[src/rtl/synth_regs_pkg.sv]
// Register write port definitions shared by the synth top level and the SPI bridge.
// A frame is the register number in its upper bits and the value in its lower bits.
package synth_regs_pkg;
  localparam int REG_NUMBER_WIDTH = 12;
  localparam int REG_VALUE_WIDTH  = 24;
  localparam int FRAME_BITS       = REG_NUMBER_WIDTH + REG_VALUE_WIDTH;

  typedef struct packed {
    logic [REG_NUMBER_WIDTH-1:0] number;
    logic [REG_VALUE_WIDTH-1:0]  value;
  } RegisterWrite_t;

  function automatic RegisterWrite_t frame_to_write(input logic [FRAME_BITS-1:0] frame);
    RegisterWrite_t w;
    w.number = frame[FRAME_BITS-1:REG_VALUE_WIDTH];
    w.value  = frame[REG_VALUE_WIDTH-1:0];
    return w;
  endfunction
endpackage

[src/rtl/spi_register_bridge_if.sv]
// SPI pins plus the synth register write port, bundled for the bridge.
// The bridge uses the slave modport; the host side (board pins or a bench) uses master.
interface spi_register_bridge_if #(
  parameter int ERROR_COUNT_WIDTH = 8
);
  import synth_regs_pkg::*;

  logic                         i_SPI_SCLK;
  logic                         i_SPI_CS_N;
  logic                         i_SPI_MOSI;
  logic                         o_SPI_MISO;
  logic [REG_NUMBER_WIDTH-1:0]  o_RegisterNumber;
  logic [REG_VALUE_WIDTH-1:0]   o_RegisterValue;
  logic                         o_RegisterWriteEnable;
  logic [ERROR_COUNT_WIDTH-1:0] o_FrameErrorCount;

  modport slave (
    input  i_SPI_SCLK, i_SPI_CS_N, i_SPI_MOSI,
    output o_SPI_MISO, o_RegisterNumber, o_RegisterValue,
           o_RegisterWriteEnable, o_FrameErrorCount
  );

  modport master (
    output i_SPI_SCLK, i_SPI_CS_N, i_SPI_MOSI,
    input  o_SPI_MISO, o_RegisterNumber, o_RegisterValue,
           o_RegisterWriteEnable, o_FrameErrorCount
  );
endinterface

[src/rtl/spi_register_bridge_sync_edge_detect.sv]
// Multi-flop pin synchronizer with a history flop for rise/fall pulse detection.
// Pulses are single-cycle and derived from the last stage against the history flop.
module sync_edge_detect #(
  parameter int   SYNC_STAGES = 2,
  parameter logic RESET_VALUE = 1'b0
) (
  input  logic i_Clock,
  input  logic i_Reset,
  input  logic i_Async,
  output logic o_Level,
  output logic o_Rise,
  output logic o_Fall
);
  logic [SYNC_STAGES:0] chain;
  logic                 hist_q;

  assign chain[0] = i_Async;

  genvar gi;
  generate
    for (gi = 0; gi < SYNC_STAGES; gi++) begin : g_stage
      logic stage_q;
      always_ff @(posedge i_Clock or posedge i_Reset) begin
        if (i_Reset) stage_q <= RESET_VALUE;
        else         stage_q <= chain[gi];
      end
      assign chain[gi+1] = stage_q;
    end
  endgenerate

  always_ff @(posedge i_Clock or posedge i_Reset) begin
    if (i_Reset) hist_q <= RESET_VALUE;
    else         hist_q <= chain[SYNC_STAGES];
  end

  assign o_Level = chain[SYNC_STAGES];
  assign o_Rise  = o_Level & ~hist_q;
  assign o_Fall  = ~o_Level & hist_q;
endmodule

[src/rtl/spi_register_bridge.sv]
// SPI mode-0 slave turning 36-bit host frames into one-cycle synth register writes,
// counting malformed frames and echoing the last committed frame on MISO.
module spi_register_bridge
  import synth_regs_pkg::*;
#(
  parameter int SYNC_STAGES       = 2,
  parameter int ERROR_COUNT_WIDTH = 8
) (
  input  logic                  i_Clock,
  input  logic                  i_Reset,
  spi_register_bridge_if.slave  bus
);
  localparam logic [1:0] ST_IDLE   = 2'd0;
  localparam logic [1:0] ST_SHIFT  = 2'd1;
  localparam logic [1:0] ST_COMMIT = 2'd2;

  localparam int CNT_W       = $clog2(FRAME_BITS + 1);
  localparam int WARM_CYCLES = SYNC_STAGES + 1;
  localparam int WARM_W      = $clog2(WARM_CYCLES + 1);

  logic sclk_rise, sclk_fall, cs_rise, cs_fall, mosi_level;
  logic unused_sclk_level, unused_cs_level, unused_mosi_rise, unused_mosi_fall;

  sync_edge_detect #(.SYNC_STAGES(SYNC_STAGES), .RESET_VALUE(1'b0)) u_sclk_sync (
    .i_Clock(i_Clock), .i_Reset(i_Reset), .i_Async(bus.i_SPI_SCLK),
    .o_Level(unused_sclk_level), .o_Rise(sclk_rise), .o_Fall(sclk_fall)
  );
  sync_edge_detect #(.SYNC_STAGES(SYNC_STAGES), .RESET_VALUE(1'b1)) u_cs_sync (
    .i_Clock(i_Clock), .i_Reset(i_Reset), .i_Async(bus.i_SPI_CS_N),
    .o_Level(unused_cs_level), .o_Rise(cs_rise), .o_Fall(cs_fall)
  );
  sync_edge_detect #(.SYNC_STAGES(SYNC_STAGES), .RESET_VALUE(1'b0)) u_mosi_sync (
    .i_Clock(i_Clock), .i_Reset(i_Reset), .i_Async(bus.i_SPI_MOSI),
    .o_Level(mosi_level), .o_Rise(unused_mosi_rise), .o_Fall(unused_mosi_fall)
  );

  logic [1:0]                   state_q, state_d;
  logic [CNT_W-1:0]             cnt_q, cnt_d;
  logic                         ovf_q, ovf_d;
  logic [FRAME_BITS-1:0]        shift_q, shift_d;
  logic [FRAME_BITS-1:0]        echo_q, echo_d;
  logic                         miso_q, miso_d;
  logic                         we_q, we_d;
  RegisterWrite_t               commit_q, commit_d;
  logic [ERROR_COUNT_WIDTH-1:0] err_q, err_d;
  logic [WARM_W-1:0]            warm_q;
  logic                         armed;
  logic [FRAME_BITS-1:0]        echo_window;

  // The CS_N chain resets high, so a pin held low across reset would look like
  // a fall once real samples arrive; falls are ignored until the chain has refilled.
  assign armed = (warm_q == WARM_W'(WARM_CYCLES));
  assign echo_window = echo_q << cnt_q;

  always_ff @(posedge i_Clock or posedge i_Reset) begin
    if (i_Reset)     warm_q <= '0;
    else if (!armed) warm_q <= warm_q + 1'b1;
  end

  always_comb begin
    state_d  = state_q;
    cnt_d    = cnt_q;
    ovf_d    = ovf_q;
    shift_d  = shift_q;
    echo_d   = echo_q;
    miso_d   = miso_q;
    we_d     = 1'b0;
    commit_d = commit_q;
    err_d    = err_q;
    case (state_q)
      ST_IDLE: begin
        if (cs_fall && armed) begin
          state_d = ST_SHIFT;
          cnt_d   = '0;
          ovf_d   = 1'b0;
          miso_d  = echo_q[FRAME_BITS-1];
        end
      end
      ST_SHIFT: begin
        // CS_N rise wins over a coincident SCLK edge.
        if (cs_rise) begin
          if (cnt_q == CNT_W'(FRAME_BITS) && !ovf_q) begin
            state_d = ST_COMMIT;
          end else begin
            if (err_q != '1) err_d = err_q + 1'b1;
            miso_d  = 1'b0;
            state_d = ST_IDLE;
          end
        end else if (sclk_rise) begin
          shift_d = {shift_q[FRAME_BITS-2:0], mosi_level};
          if (cnt_q == CNT_W'(FRAME_BITS)) ovf_d = 1'b1;
          else                             cnt_d = cnt_q + 1'b1;
        end else if (sclk_fall) begin
          miso_d = echo_window[FRAME_BITS-1];
        end
      end
      ST_COMMIT: begin
        we_d     = 1'b1;
        commit_d = frame_to_write(shift_q);
        echo_d   = shift_q;
        miso_d   = 1'b0;
        state_d  = ST_IDLE;
      end
      default: state_d = ST_IDLE;
    endcase
  end

  always_ff @(posedge i_Clock or posedge i_Reset) begin
    if (i_Reset) begin
      state_q  <= ST_IDLE;
      cnt_q    <= '0;
      ovf_q    <= 1'b0;
      shift_q  <= '0;
      echo_q   <= '0;
      miso_q   <= 1'b0;
      we_q     <= 1'b0;
      commit_q <= '0;
      err_q    <= '0;
    end else begin
      state_q  <= state_d;
      cnt_q    <= cnt_d;
      ovf_q    <= ovf_d;
      shift_q  <= shift_d;
      echo_q   <= echo_d;
      miso_q   <= miso_d;
      we_q     <= we_d;
      commit_q <= commit_d;
      err_q    <= err_d;
    end
  end

  assign bus.o_SPI_MISO            = miso_q;
  assign bus.o_RegisterNumber      = commit_q.number;
  assign bus.o_RegisterValue       = commit_q.value;
  assign bus.o_RegisterWriteEnable = we_q;
  assign bus.o_FrameErrorCount     = err_q;
endmodule

[src/flat_wrapper.sv]
// flat-port wrapper written by rule: the top's interface ports become plain ports
module spi_register_bridge_flat import synth_regs_pkg::*;
#(
  parameter int SYNC_STAGES       = 2,
  parameter int ERROR_COUNT_WIDTH = 8
)
  (i_Clock, i_Reset, bus_i_SPI_SCLK, bus_i_SPI_CS_N, bus_i_SPI_MOSI, bus_o_SPI_MISO, bus_o_RegisterNumber, bus_o_RegisterValue, bus_o_RegisterWriteEnable, bus_o_FrameErrorCount);
  spi_register_bridge_if #(.ERROR_COUNT_WIDTH(ERROR_COUNT_WIDTH)) bus_i ();
  input  logic i_Clock;
  input  logic i_Reset;
  input wire logic [$bits(bus_i.i_SPI_SCLK)-1:0] bus_i_SPI_SCLK;
  input wire logic [$bits(bus_i.i_SPI_CS_N)-1:0] bus_i_SPI_CS_N;
  input wire logic [$bits(bus_i.i_SPI_MOSI)-1:0] bus_i_SPI_MOSI;
  output wire logic [$bits(bus_i.o_SPI_MISO)-1:0] bus_o_SPI_MISO;
  output wire logic [$bits(bus_i.o_RegisterNumber)-1:0] bus_o_RegisterNumber;
  output wire logic [$bits(bus_i.o_RegisterValue)-1:0] bus_o_RegisterValue;
  output wire logic [$bits(bus_i.o_RegisterWriteEnable)-1:0] bus_o_RegisterWriteEnable;
  output wire logic [$bits(bus_i.o_FrameErrorCount)-1:0] bus_o_FrameErrorCount;
  assign bus_i.i_SPI_SCLK = bus_i_SPI_SCLK;
  assign bus_i.i_SPI_CS_N = bus_i_SPI_CS_N;
  assign bus_i.i_SPI_MOSI = bus_i_SPI_MOSI;
  assign bus_o_SPI_MISO = bus_i.o_SPI_MISO;
  assign bus_o_RegisterNumber = bus_i.o_RegisterNumber;
  assign bus_o_RegisterValue = bus_i.o_RegisterValue;
  assign bus_o_RegisterWriteEnable = bus_i.o_RegisterWriteEnable;
  assign bus_o_FrameErrorCount = bus_i.o_FrameErrorCount;
  spi_register_bridge #(.SYNC_STAGES(SYNC_STAGES), .ERROR_COUNT_WIDTH(ERROR_COUNT_WIDTH)) u_core (.i_Clock(i_Clock), .i_Reset(i_Reset), .bus(bus_i));
endmodule
[config.mk]
export PLATFORM = sky130hd
export DESIGN_NAME = spi_register_bridge_flat
export DESIGN_NICKNAME = d
export VERILOG_FILES = /design/src/rtl/synth_regs_pkg.sv /design/src/rtl/spi_register_bridge_if.sv /design/src/rtl/spi_register_bridge_sync_edge_detect.sv /design/src/rtl/spi_register_bridge.sv /design/src/flat_wrapper.sv
export SDC_FILE = /design/constraint.sdc
export NUM_CORES = 1
export LEC_CHECK = 0
export CAP_MARGIN = 40
export CORE_ASPECT_RATIO = 1.2
export CORE_MARGIN = 3
export CORE_UTILIZATION = 40
export DETAILED_ROUTE_END_ITERATION = 7
export GPL_TIMING_DRIVEN = 0
export PLACE_DENSITY = 0.68
export SYNTH_ARGS = -nofsm -noshare
export SYNTH_HDL_FRONTEND = slang
export SYNTH_SLANG_ARGS = --single-unit
[constraint.sdc]
create_clock -name i_Clock -period 6 [get_ports i_Clock]
set_input_delay 0.6 -clock i_Clock [delete_from_list [all_inputs] [get_ports i_Clock]]
set_output_delay 0.6 -clock i_Clock [all_outputs]
set_load 0.02 [all_outputs]
# == Word level (Yosys, flattened, before mapping) ==
# Index checks and enable logic that the tools add are counted.
# totals
ff_bits,137
in_bits,5
output_inout_bits,46
elab_cells,80
# classes
n_addsub,3
n_eq_ne,14
shifts,1
muxes,21
bitwise_logic,10
reduce_logical,12
# op_table
cell,count
<< shifter 36 x 6 -> 36 bit,1
2-to-1 mux 6 bit,4
AND reduction 5 bit,3
case mux 6 bit (2 select lines),1
2-to-1 mux 1 bit,10
"adder 8 x 1 -> 8 bit, second input constant",1
"inequality test 2 x 1 -> 1 bit, second input constant",4
"inequality test 8 bit, second input constant",1
"adder 6 x 1 -> 6 bit, second input constant",1
"== test 6 bit, second input constant",1
2-to-1 mux 2 bit,3
"inequality test 3 bit, second input constant",2
inverter 1 bit,6
bitwise AND 1 bit,4
"== test 2 bit, second input constant",2
"inequality test 2 bit, second input constant",2
case mux 2 bit (2 select lines),1
AND reduction 4 bit,1
"inequality test 3 x 1 -> 1 bit, second input constant",1
case mux 1 bit (3 select lines),1
AND reduction 3 bit,1
nonzero test 3 bit,1
"adder 2 x 1 -> 2 bit, second input constant",1
"== test 2 x 1 -> 1 bit, second input constant",1
6 further kinds,7

# == Logic depth before layout (Yosys ltp) ==
# logic_depth
word_depth,6
ltp_mapped,9
depth_no_buf,7

# == By module ==
# Synthesis repeated with hierarchy kept, for this count alone.
# unflattened
hier_cells,300
area_unflattened_um2,4415.5
# modules_own_cells
mod,n_inst,cells_each,area_per_inst_um2,seq_area_each_um2
spi_register_bridge,1,282,4130.2,2327.2
sync_edge_detect (u_core.u_mosi_sync ...),2,6,93.8,75.1
sync_edge_detect (u_core.u_cs_sync),1,6,97.6,78.8

# == Least setup slack after synthesis ==
# Ideal clock, no wire load.
# synth_timing
path_kind,flip-flop to flip-flop
startpoint,register u_core.state_q[1]
endpoint,register u_core.shift_q[0]
setup_ps,125
t_arrival_ps,1966
required_ps,5875
setup_slack_ps,3909
path_stages_with_launch,9
n_path_buf,3
period_less_slack_ps,2091
path_cell_list,dfrtp_1 -> inv_1 -> ha_1 -> buf_4 -> inv_2 -> or4_1 -> buf_4 -> buf_6 -> mux2_4
# synth_between
elab_chain_cells,2
# synth_rtl
element,line_no,source
from (decl),spi_register_bridge.sv:37,"logic [1:0] state_q, state_d;"
from (signal assigned),spi_register_bridge.sv:120,state_q <= state_d;
== test 2 x 1 -> 1 bit,spi_register_bridge.sv:70,case (state_q)
AND reduction 3 bit (no line),n/a,
to (signal assigned),spi_register_bridge.sv:123,shift_q <= shift_d;
to (decl),spi_register_bridge.sv:40,"logic [FRAME_BITS-1:0] shift_q, shift_d;"
# Every way passes these cells.
# A chain may end at the register's enable or synchronous reset.

# == Final worst setup path ==
# layout_timing
startpoint,register u_core.state_q[1]
endpoint,register u_core.cnt_q[1]
# layout_between
elab_chain_cells,3
# layout_rtl
element,line_no,source
== test 2 x 1 -> 1 bit or logical NOT 2 bit (tied branches),spi_register_bridge.sv:70,
"inequality test 2 bit (no line), or another cell as far along",n/a,
AND reduction 5 bit (no line),n/a,
to (signal assigned),spi_register_bridge.sv:121,cnt_q <= cnt_d;
to (decl),spi_register_bridge.sv:38,"logic [CNT_W-1:0] cnt_q, cnt_d;"
# Several ways; a longest one is shown, not always the timed one.

==> impl_metrics.tcl <==
set metrics [dict create \
    outcome "complete, no violations" \
    nFillCells 970 \
    worst_ep_arrival_time_ns 2.51 \
    route.detailed.drc 0 \
    met1Wirelength_um 3740 \
    drtIter0Drc 135 \
    nets 372 \
    dpl.hpwl_um 6060 \
    p_leak_nw 2.61 \
    numPortBuffers 50 \
    grt_pass1_vias 2696 \
    post_cts_buffers 0 \
    dr.pass1.iters 4 \
    grtUsageTotal_pct 14.6 \
    drt_wl_total_um 8440 \
    path_max_fanout 10 \
    drv_slew 0 \
    clock_insertion_delay_worst_skew_ns 0.34 \
    period_share_pct 38.0 \
    cts_root_buf "clkbuf_16" \
    max_slew_margin_pct 59.7 \
    syn2layout_area_growth_pct 22.5 \
    cts_tree "done" \
    ys.flop_type "dfrtp_1" \
    hold_viol_final 0 \
    vias_per_cell 5.05 \
    peakVddDrop_mv 0.138 \
    rsz0062_at_grt "no" \
    finalSetupTns_ns 0 \
    fmax_mhz 439 \
    min_path_type "reg2reg" \
    synth.distinct_cells 50 \
    powerDensity_nw_per_um2 300 \
    syn_inst 296 \
    antenna-diode-count 0 \
    clkTransAtPathRegs_ns 0.06 \
    finalClockSkew_ns 0.00543 \
    final-setup-viol-count 0 \
    grt_pass1_wl_um 13800 \
    fp.dieW_um 103 \
    io_pins 51 \
    place_area_sq_um 5280 \
    num_rows 42 \
    syn-num-nets 310 \
    tightest_slew_ns 0.605 \
    synth_async_sr_flop_share_pct 100 \
    critical_path_class "reg2reg" \
    postRouteAntennaNets 0 \
    utilization_pct 50.3 \
    coreArea_sq_um 11100 \
    cts_sinks 101 \
    cts_buffers 9 \
    start_util_pct 41.1 \
    required_ns 6.23 \
    topRoutingLayerUsed "met4" \
    dr_wl_met3_um 230 \
    grt_max_degree 66 \
    antenna_found_initial 0 \
    dieArea_sq_um 12700 \
    maxCapViolCount 0 \
    yosys_register_bits 101 \
    wl_met2_um 4260 \
    synth_edf_count 0 \
    cp-end-kind "register" \
    grt_overflow 0 \
    drive_gt1_share_pct 32.8 \
    postLayoutCellArea_sq_um 5580 \
    timing.final.crit_period_ns 2.28 \
    netlist_area_sq_um 4550 \
    cts_resized 0 \
    yosysWarnings 0 \
    hold_buffers 0 \
    wl_per_cell_um 16.3 \
    die_y_um 123 \
    htree_levels 3 \
    place_congestion 0.771 \
    synth_seq_area_share_pct 55.6 \
    avgSynthCellArea_sq_um 15.4 \
    critPathLaunchType "register" \
    vias 2610 \
    clk_path_buf_depth 2 \
]
stage by stage:
step                      instances  hold slack, ns  setup slack (ns)  power [mW]
after CTS                       517           0.350              3.71        1.69
after floorplan                 296           0.331              2.76        1.03
after global placement          500           0.335              1.28        1.11
after global routing            517           0.363              3.58        1.76
final                           517           0.348              3.72        1.67
after detailed placement        501           0.335              3.72        1.12
sequential cells by signal, summed over array words and instances, names as in the netlist, 2 cells and up:
register and count:
u_core.state_q 2, u_core.bus.o_FrameErrorCount 8, u_core.bus.o_RegisterValue 23, u_core.cnt_q 6
u_core.shift_q 36, u_core.bus.o_RegisterNumber 12, u_core.warm_q 2
metal layers:
layer  global-route usage (%)  vias to the layer above
li1                         -                     1199
met1                     18.7                     1357
met2                     23.3                       38
met3                     3.81                       16
met4                     6.40                        0
met5                        0                        -
cell usage after synthesis (4+ instances only):
cell	instances	area share, %
dfrtp_1	98	54
mux2_2	45	11
mux2_4	31	10
ha_1	9	2.5
nand2_1	8	0.66
xnor2_1	7	1.3
and3_1	6	0.82
buf_6	6	1.5
inv_1	6	0.49
nand4_1	6	0.82
a21oi_1	5	0.55
mux4_2	5	2.5
mux2i_1	4	0.88
nor2_1	4	0.33
critical path, cell delays in order (launching register included):
cell	delay [ns]
dfrtp_1	0.42
inv_1	0.13
ha_1	0.16
buf_4	0.16
inv_2	0.08
or4_1	0.52
buf_4	0.21
a21oi_4	0.19
a21oi_1	0.09
a41o_1	0.21
placed cells by master, fill, tap and decap left out, types with 3 or more instances in the layout:
cell type        instances
mux4_2                   5
clkbuf_8                 4
nand4_1                  6
nand2_1                  8
nand3_1                  3
inv_1                    5
xor2_1                   3
ha_1                     9
clkdlybuf4s50_1         50
dfstp_2                  3
a21oi_1                  5
buf_6                    6
nor2_1                   4
mux2_4                  31
mux2_2                  45
mux4_1                   3
clkbuf_16                9
nand3b_1                 3
dfrtp_1                 98
xnor2_1                  7
clkbuf_1                 4
and3_1                   6
mux2i_1                  4
buf_1                    3
power breakdown:
group,internal [mW],switching [mW],total (mW)
logic,0.160,0.171,0.331
clock network,0.327,0.241,0.568
registers,0.730,0.0453,0.775
total,1.22,0.457,1.67
layout make-up:
cell class | count | area, sq um | share of cell area [%]
buffer | 14 | 105 | 1.89
timing repair buffer | 51 | 528 | 9.47
clock inverter | 2 | 15.0 | 0.269
clock buffer | 14 | 284 | 5.09
sequential | 101 | 2530 | 45.4
tap | 154 | 193 | 3.46
inverter | 7 | 28.8 | 0.516
multi-input combinational | 174 | 1890 | 33.9
path summary, 6_finish.rpt:
check	startpoint	endpoint	slack, ns	cells after the start
max	u_core.state_q[1]	u_core.cnt_q[1]	3.72	9
min reg2reg	u_core.u_mosi_sync.g_stage[0].stage_q	u_core.u_mosi_sync.o_Level	0.35	0
min in group asynchronous	i_Reset	u_core.bus.o_FrameErrorCount[0]	0.64	2
max in group asynchronous	i_Reset	u_core.shift_q[31]	4.69	3
max reg2reg	u_core.state_q[1]	u_core.cnt_q[1]	3.72	9
min	u_core.u_mosi_sync.g_stage[0].stage_q	u_core.u_mosi_sync.o_Level	0.35	0
cells by family (layout without fill, tap and decap cells):
family,Yosys count,in the layout,synth area share [%]
simple gates,46,46,6.76
xor+xnor,10,10,1.92
fa+ha+maj,9,9,2.47
buf+inv,21,88,2.89
mux,89,89,26.9
compound gates,20,20,3.44
flops,101,101,55.6
Note: power is estimated with default switching activity, not from simulation.
